## config.mk

```make
export PLATFORM = sky130hd
export DESIGN_NAME = ctl_game
export DESIGN_NICKNAME = d
export VERILOG_FILES = /design/src/rtl/ctl_game.sv
export SDC_FILE = /design/constraint.sdc
export NUM_CORES = 1
export LEC_CHECK = 0
export CAP_MARGIN = 20
export CORE_MARGIN = 1
export CORE_UTILIZATION = 45
export CTS_CLUSTER_DIAMETER = 200
export CTS_CLUSTER_SIZE = 25
export DETAILED_ROUTE_END_ITERATION = 6
export MAX_ROUTING_LAYER = met4
export PLACE_DENSITY_LB_ADDON = 0.05
export SLEW_MARGIN = 40
export SYNTH_ARGS = -nofsm -noshare
export SYNTH_HDL_FRONTEND = slang
export SYNTH_SLANG_ARGS = --single-unit
```

## constraint.sdc

```tcl
create_clock -name clk -period 2.2 [get_ports clk]
set_input_delay 0.44 -clock clk [delete_from_list [all_inputs] [get_ports clk]]
set_output_delay 0.44 -clock clk [all_outputs]
set_load 0.03 [all_outputs]
```

## src/rtl/ctl_game.sv

```systemverilog
// ============================================================================
//  ctl_game : Duck Hunt game-flow controller (ducks, rounds, game over)
//  Rev 1.0  : initial release
// ============================================================================
`default_nettype none

module ctl_game #(
  parameter int DUCKS_PER_ROUND = 10,
  parameter int MIN_HITS        = 6,
  parameter int FLIGHT_FRAMES   = 300,
  parameter int RESULT_FRAMES   = 60
) (
  input  logic       clk,
  input  logic       rst,
  input  logic       new_frame,
  input  logic       start_btn,
  input  logic       pause_req,
  input  logic       hit,
  input  logic       no_ammo,
  output logic       duck_release,
  output logic       duck_escape,
  output logic       reset_score,
  output logic       reset_ammo,
  output logic       pause,
  output logic       looser,
  output logic       game_active,
  output logic [7:0] round_bcd,
  output logic [3:0] hits_in_round,
  output logic [3:0] ducks_left
);

  localparam logic [8:0] FLIGHT_LIM = 9'(FLIGHT_FRAMES);
  localparam logic [8:0] RESULT_LIM = 9'(RESULT_FRAMES);
  localparam logic [3:0] DUCKS_INIT = 4'(DUCKS_PER_ROUND);
  localparam logic [3:0] HITS_MIN   = 4'(MIN_HITS);

  typedef enum logic [2:0] {
    S_IDLE        = 3'd0,
    S_SPAWN       = 3'd1,
    S_FLIGHT      = 3'd2,
    S_HIT_SHOW    = 3'd3,
    S_ESCAPE_SHOW = 3'd4,
    S_ROUND_END   = 3'd5,
    S_GAME_OVER   = 3'd6
  } state_t;

  state_t     state;
  logic [8:0] frame_cnt;
  logic       start_d;
  logic       start_rise;
  logic       live;
  logic       frozen;
  logic [7:0] round_inc;

  assign start_rise = start_btn & ~start_d;
  assign live       = (state == S_SPAWN) || (state == S_FLIGHT) ||
                      (state == S_HIT_SHOW) || (state == S_ESCAPE_SHOW);
  // Pause acts on the raw request so the cycle it rises is already frozen.
  assign frozen     = live & pause_req;
  assign round_inc  = (round_bcd == 8'h99)        ? round_bcd :
                      (round_bcd[3:0] == 4'd9)    ? {round_bcd[7:4] + 4'd1, 4'd0} :
                                                    {round_bcd[7:4], round_bcd[3:0] + 4'd1};

  always_ff @(posedge clk) begin
    if (rst) begin
      state         <= S_IDLE;
      frame_cnt     <= 9'd0;
      start_d       <= 1'b0;
      duck_release  <= 1'b0;
      duck_escape   <= 1'b0;
      reset_score   <= 1'b0;
      reset_ammo    <= 1'b0;
      pause         <= 1'b0;
      looser        <= 1'b0;
      game_active   <= 1'b0;
      round_bcd     <= 8'h01;
      hits_in_round <= 4'd0;
      ducks_left    <= DUCKS_INIT;
    end else begin
      start_d      <= start_btn;
      duck_release <= 1'b0;
      duck_escape  <= 1'b0;
      reset_score  <= 1'b0;
      reset_ammo   <= 1'b0;
      pause        <= frozen;
      if (!frozen) begin
        case (state)
          S_IDLE, S_GAME_OVER: begin
            if (start_rise) begin
              reset_score   <= 1'b1;
              reset_ammo    <= 1'b1;
              round_bcd     <= 8'h01;
              hits_in_round <= 4'd0;
              ducks_left    <= DUCKS_INIT;
              looser        <= 1'b0;
              game_active   <= 1'b1;
              state         <= S_SPAWN;
            end
          end
          S_SPAWN: begin
            duck_release <= 1'b1;
            ducks_left   <= ducks_left - 4'd1;
            frame_cnt    <= 9'd0;
            state        <= S_FLIGHT;
          end
          S_FLIGHT: begin
            if (hit) begin
              hits_in_round <= (hits_in_round == 4'hF) ? 4'hF : hits_in_round + 4'd1;
              frame_cnt     <= 9'd0;
              state         <= S_HIT_SHOW;
            end else if (no_ammo || frame_cnt == FLIGHT_LIM) begin
              duck_escape <= 1'b1;
              frame_cnt   <= 9'd0;
              state       <= S_ESCAPE_SHOW;
            end else if (new_frame) begin
              frame_cnt <= frame_cnt + 9'd1;
            end
          end
          S_HIT_SHOW, S_ESCAPE_SHOW: begin
            if (frame_cnt == RESULT_LIM) begin
              if (ducks_left == 4'd0) begin
                state <= S_ROUND_END;
              end else begin
                reset_ammo <= 1'b1;
                state      <= S_SPAWN;
              end
            end else if (new_frame) begin
              frame_cnt <= frame_cnt + 9'd1;
            end
          end
          S_ROUND_END: begin
            if (hits_in_round >= HITS_MIN) begin
              round_bcd     <= round_inc;
              hits_in_round <= 4'd0;
              ducks_left    <= DUCKS_INIT;
              reset_ammo    <= 1'b1;
              state         <= S_SPAWN;
            end else begin
              looser      <= 1'b1;
              game_active <= 1'b0;
              state       <= S_GAME_OVER;
            end
          end
          default: state <= S_IDLE;
        endcase
      end
    end
  end

endmodule

`default_nettype wire

```

# ---- Yosys cells after proc, flatten, opt, wreduce, memory -nomap -nowiden
# Index checks and enable logic that the tools add are counted.
dict set report op_classes {
  n_addsub 5
  order_cmp 1
  n_eq_ne 20
  muxes 38
  bitwise 6
  reduce_logical 22
}
# cell count
set ops {}
lappend ops {{two-way mux 9 bit} 4}
lappend ops {{two-way mux 8 bit} 4}
lappend ops {{case mux 9 bit (3 select lines)} 1}
lappend ops {{two-way mux 4 bit} 6}
lappend ops {{case mux 4 bit (3 select lines)} 2}
lappend ops {{two-way mux 3 bit} 6}
lappend ops {{inequality test 2 bit (second input constant)} 8}
lappend ops {{case mux 8 bit (2 select lines)} 1}
lappend ops {{case mux 3 bit (5 select lines)} 1}
lappend ops {{adder 4 x 1 -> 4 bit (second input constant)} 3}
lappend ops {{AND reduction 4 bit} 3}
lappend ops {{two-way mux 1 bit} 10}
lappend ops {{AND reduction 5 bit} 2}
lappend ops {{adder 9 x 1 -> 9 bit (second input constant)} 1}
lappend ops {{equality test 3 bit (second input constant)} 3}
lappend ops {{equality test 9 x 6 -> 1 bit (second input constant)} 1}
lappend ops {{equality test 9 bit (second input constant)} 1}
lappend ops {{nonzero test 3 bit} 3}
lappend ops {{equality test 4 bit (second input constant)} 2}
lappend ops {{equality test 8 bit (second input constant)} 1}
lappend ops {{equality test 3 x 2 -> 1 bit (second input constant)} 2}
lappend ops {{AND reduction 6 bit} 1}
lappend ops {{OR reduction 2 bit} 3}
lappend ops {{>= comparator 4 x 3 -> 1 bit (second input constant)} 1}
lappend ops {{14 further kinds} 22}
dict set report word_totals {
  reg_bits 36
  in_bits 7
  output_inout_bits 23
  elab_cells 106
}

# ---- Depth between registers and ports, before layout
dict set report depth {
  word_depth 7
  depth_mapped 7
  depth_no_buf 7
}

# ---- Least setup slack after synthesis
# OpenSTA, ideal clock, no wires.
dict set report synth_timing {
  path_kind {register to register}
  startpoint {register round_bcd[0]}
  endpoint {register round_bcd[7]}
  setup_ns 0.070
  arrival_time_ns 1.850
  required_time_ns 2.130
  setup_slack_ns 0.279
  path_stages_with_launch 7
  synth_period_minus_slack_ns 1.921
  cell_sequence {dfxtp_1 ha_1 and3b_1 o211ai_1 o2bb2ai_2 or4_1 a21oi_1}
}
dict set report synth_between {
  elab_chain_len 3
  elab_cells_between_ends 5
  cone_classes {4 x eq/ne; 1 x reduce/logical}
}
# element line
set synth_rtl {}
lappend synth_rtl {{start, declared} 27} ;# output logic [7:0] round_bcd,
lappend synth_rtl {{start signal, assigned} 133} ;# round_bcd <= round_inc;
lappend synth_rtl {{equality test 8 bit / equality test 4 bit (equally long branches)} {60, 61}}
lappend synth_rtl {{inequality test 2 bit (no source line)} --}
lappend synth_rtl {{AND reduction 6 bit (no source line) (*)} --}
# Mark *: on every way between the ends. The rest lies on a longest branch, timed or not.
# A chain may end at the register's enable or synchronous reset.

# ---- Worst setup path after layout
dict set report layout_timing {
  startpoint {register state[2]}
  endpoint {register state[2]}
}
dict set report layout_between {
  elab_chain_len 7
  elab_cells_between_ends 19
  cone_classes {9 x eq/ne; 1 x mux; 2 x bitwise; 7 x reduce/logical}
}
# element line
set layout_rtl {}
lappend layout_rtl {{start, declared} 47} ;# state_t state;
lappend layout_rtl {{start signal, assigned} 66} ;# state <= S_IDLE;
lappend layout_rtl {{start signal, assigned} 97} ;# state <= S_SPAWN;
lappend layout_rtl {{start signal, assigned} 104} ;# state <= S_FLIGHT;
lappend layout_rtl {{equality test 3 x 1 -> 1 bit / equality test 3 x 2 -> 1 bit (equally long branches)} {56, 87}}
lappend layout_rtl {{logical OR 1 bit (2 in series)} 56} ;# assign live = (state == S_SPAWN) || (state == S_FLIGHT) ||
lappend layout_rtl {{logical OR 1 bit} 57} ;# (state == S_HIT_SHOW) || (state == S_ESCAPE_SHOW);
lappend layout_rtl {{AND 1 bit} 59} ;# assign frozen = live & pause_req;
lappend layout_rtl {{NOT 1 bit (no source line)} --}
lappend layout_rtl {{AND reduction 4 bit (no source line)} --}
# Parallel ways exist; a longest one is shown, timed or not.

==> results by group <==
Yosys
  • Ys Warns: 0
  • Seq/Total Area, Yosys: 32.2%
  • Syn nets: around 290
  • EDFF count, synth: 0
  • Largest cells by area after synthesis: dfxtp_1 (32%), ha_1 (5.0%), nor2_1 (4.7%), o21ai_0 (3.8%), a21oi_1 (3.6%)
  • Synth area leader: dfxtp_1
  • Yosys reg bits: 36
  • Post-synth top area share: between 30% and 40%
  • Synth cell types: 64
  • Top_reg_cell synth: dfxtp_1
  • Post-Syn Instances: between 200 and 300
  • Synthesized area: between 0.002 and 0.0025 mm^2
  • Ys async rst share: 0%
  • Avg Cell Area, Syn: 8.20 um^2

Placed design
  • DPL Wire Length: 3670 um
  • RD Place Congestion: approximately 0.8
  • Worst slack at placement: -0.0424 ns
  • Area after DPL: 0.00265 mm^2
  • I/O Buffers: 29

Clocking
  • Clock transition at path regs: approximately 0.080 ns
  • Hold-fix buffers, CTS: 0
  • CTS buffer count: 5
  • TritonCTS clock tree: yes
  • Root Driver: clkbuf_8
  • H-tree lvl count: 2
  • Worst-Skew Late Latency: about 0.29 ns
  • Clock Tree Buf Depth: 2
  • CTS sink count: 36

Floorplan
  • FP Rows: 25
  • Die X: 72.5 um
  • Die height: ~73 um
  • I/O pin count: 30
  • Area of the core: 0.00475 mm^2
  • Initial Util: between 40% and 50%
  • Die area: 0.00526 mm^2

Detailed routing
  • Routed Wire Length: between 5000 and 6000 um
  • Drt wl/cell: about 14 um
  • DR vias/cell: about 5.5
  • Drt pass-1 iters: 4
  • DRC marker count from the first detailed-route iteration: 140
  • Final ANT Viol Nets: 0
  • DRC Markers: 0
  • Via count of the routed design: approximately 2100

Worst setup path
  • Worst Path Required: 2.42 ns
  • Setup Crit Path Kind: flip-flop to flip-flop
  • Reg-to-reg setup timing slack: around 0.2 ns
  • Critical path endpoint category: flip-flop
  • Max Fanout on Critical Path: 16
  • Crit path arrival time: 2.23 ns
  • Startpoint types: flip-flop

GRT
  • M1 GR Usage: between 20% and 30%
  • Met2 usage in global routing: about 30%
  • Total GRT Usage: 21.3%
  • First-pass GRT wire length: between 8000 and 9000 um
  • GRT Max-Usage Layer: met2
  • Largest net degree at the start of global routing: 25
  • Vias in the first global route: between 1500 and 2000
  • M3 GR Usage: between 4 and 5%
  • GR Overflow Total: 0
  • Initial antenna violation count: 0

Power
  • Leakage power: about 0.001 uW
  • Max IR drop VDD: about 0.64 mV
  • Power Dens Cells: between 800 and 900 mW/mm^2

STA
  • Worst slew margin: roughly three fifths
  • Fin. Hold Viols: 0
  • Slew @ Worst Pin: 0.609 ns
  • Final setup vio count: 0
  • Clock period minus worst slack: ~2 ns
  • Max Freq: between 400 and 500 MHz
  • Hold WS: 0.503 ns
  • Fin worst setup slack: 0.199 ns
  • Tcrit/Tclk final: between 90% and 100%
  • Fin Clk Skew: approximately 0.0050 ns
  • Pins Over Slew Limit: 0
  • RSZ-0062 raised after global routing: no

Job
  • Max-Cap Viols: 0

Layout
  • Fillcell total: between 400 and 500
  • Final instance area: ~0.0028 mm^2
  • Nets@finish: between 300 and 400
  • Layout cells sized above 1: a little over a tenth
  • Diode count: 0
  • P&R area growth vs syn: 23.2%
  • Final Core Density: between 50% and 60%

Outcome
  • Status: completed

Min path
  • Tightest Hold Check Type: flip-flop to flip-flop
==> path summary, 6_finish.rpt <==
check                              from                    end  cells past startpoint
hold / removal      looser$_SDFFE_PP0P_    looser$_SDFFE_PP0P_                      1
hold reg to reg     looser$_SDFFE_PP0P_    looser$_SDFFE_PP0P_                      1
setup reg to reg  state[2]$_SDFFE_PP0P_  state[2]$_SDFFE_PP0P_                      5
setup / recovery  state[2]$_SDFFE_PP0P_  state[2]$_SDFFE_PP0P_                      5
==> registers in the layout, summed over array words and instances, names as in the netlist <==
name / count
frame_cnt: 9
reset_ammo: 1
hits_in_round: 4
start_d: 1
game_active: 1
duck_escape: 1
state: 3
duck_release: 1
round_bcd: 8
ducks_left: 4
pause: 1
looser: 1
reset_score: 1
==> power breakdown <==
| group | switching, uW | internal [uW] | leakage [uW] | total, uW |
|---|---|---|---|---|
| combinational | 572 | 426 | 0.000660 | 998 |
| clock | 244 | 336 | 0.0000552 | 580 |
| sequential | 103 | 716 | 0.000292 | 820 |
| total | 919 | 1480 | 0.00101 | 2400 |
==> cells in the mapped netlist, drive strengths merged (8+ instances only) <==
cell type	n
nand2	21
dfxtp	36
nand3	11
a21oi	16
ha	9
o21ai	18
nor2	28
nor3	8
inv	14
==> logic make-up (layout without fill, tap and decap cells) <==
kind of cell / Yosys count / after routing / share of synthesized area, %
muxes: 6 / 6 / 2.68
xor gates and xnor gates: 6 / 6 / 2.35
adders and majority gates: 9 / 9 / 5.03
AOI/OAI and AO/OA: 69 / 69 / 22.2
buffers and inverters: 27 / 65 / 5.25
DFF: 36 / 36 / 32.2
and+or+nand+nor: 120 / 120 / 30.2
==> routing by layer <==
layer	routed length, um	vias to the layer above
li1	-	1069
met1	2620	970
met2	2240	35
met3	181	7
met4	68	0
met5	0	-
==> layout make-up <==
type | instances | area [um^2] | share of cell area, %
Multi-Input combinational cell | 210 | 1400 | 50.8
Sequential cell | 36 | 722 | 26.2
Clock inverter | 2 | 35.0 | 1.27
Clock buffer | 6 | 72.6 | 2.63
Inverter | 15 | 56.3 | 2.04
Timing Repair Buffer | 42 | 388 | 14.1
Tap cell | 67 | 83.8 | 3.04
==> repair_timing <==
action,CTS,global route
setup buffers,0,0
endpoints found under the setup margin,0,1
resized for setup,0,1
==> cells in the final DEF (no fill, tap or decap), types with 2 or more instances in the layout <==
master           netlist  final
a21oi_1               16     16
a31oi_1                2      2
a32o_1                 3      3
and2_1                 3      3
and3_1                 4      4
and3b_1                3      3
buf_4                  1     13
clkbuf_8               0      5
clkdlybuf4s50_1        0     29
dfxtp_1               36     35
ha_1                   9      9
inv_1                 14     14
mux2i_1                6      6
nand2_1               21     21
nand2b_1               6      6
nand3_1               11     11
nand3b_1               4      4
nand4_1                5      5
nor2_1                28     28
nor2b_1                5      5
nor3_1                 6      6
nor4_1                 2      2
o211a_1                2      2
o211ai_1               6      6
o21a_1                 3      3
o21ai_0               17     17
o22ai_1                2      2
o41ai_1                2      2
or2_2                  2      2
or3_1                  5      5
or4_1                  2      2
xor2_1                 5      5
==> worst max-delay path, cell delays in order (launching register included) <==
cell and delay (ns):
dfxtp_1 0.61, nor3b_2 0.39, nor2_1 0.14, a221oi_4 0.47
o21ai_0 0.16, a21oi_1 0.17
==> metrics by stage <==
stage               TNS, ns  cells  total power, uW
floorplan                 0    273             1530
global placement    -0.0380    370             1820
detailed placement   -0.113    370             1820
CTS                       0    378             2410
global route              0    378             2560
finish                    0    378             2400
Power figures use the tool's default switching activity.
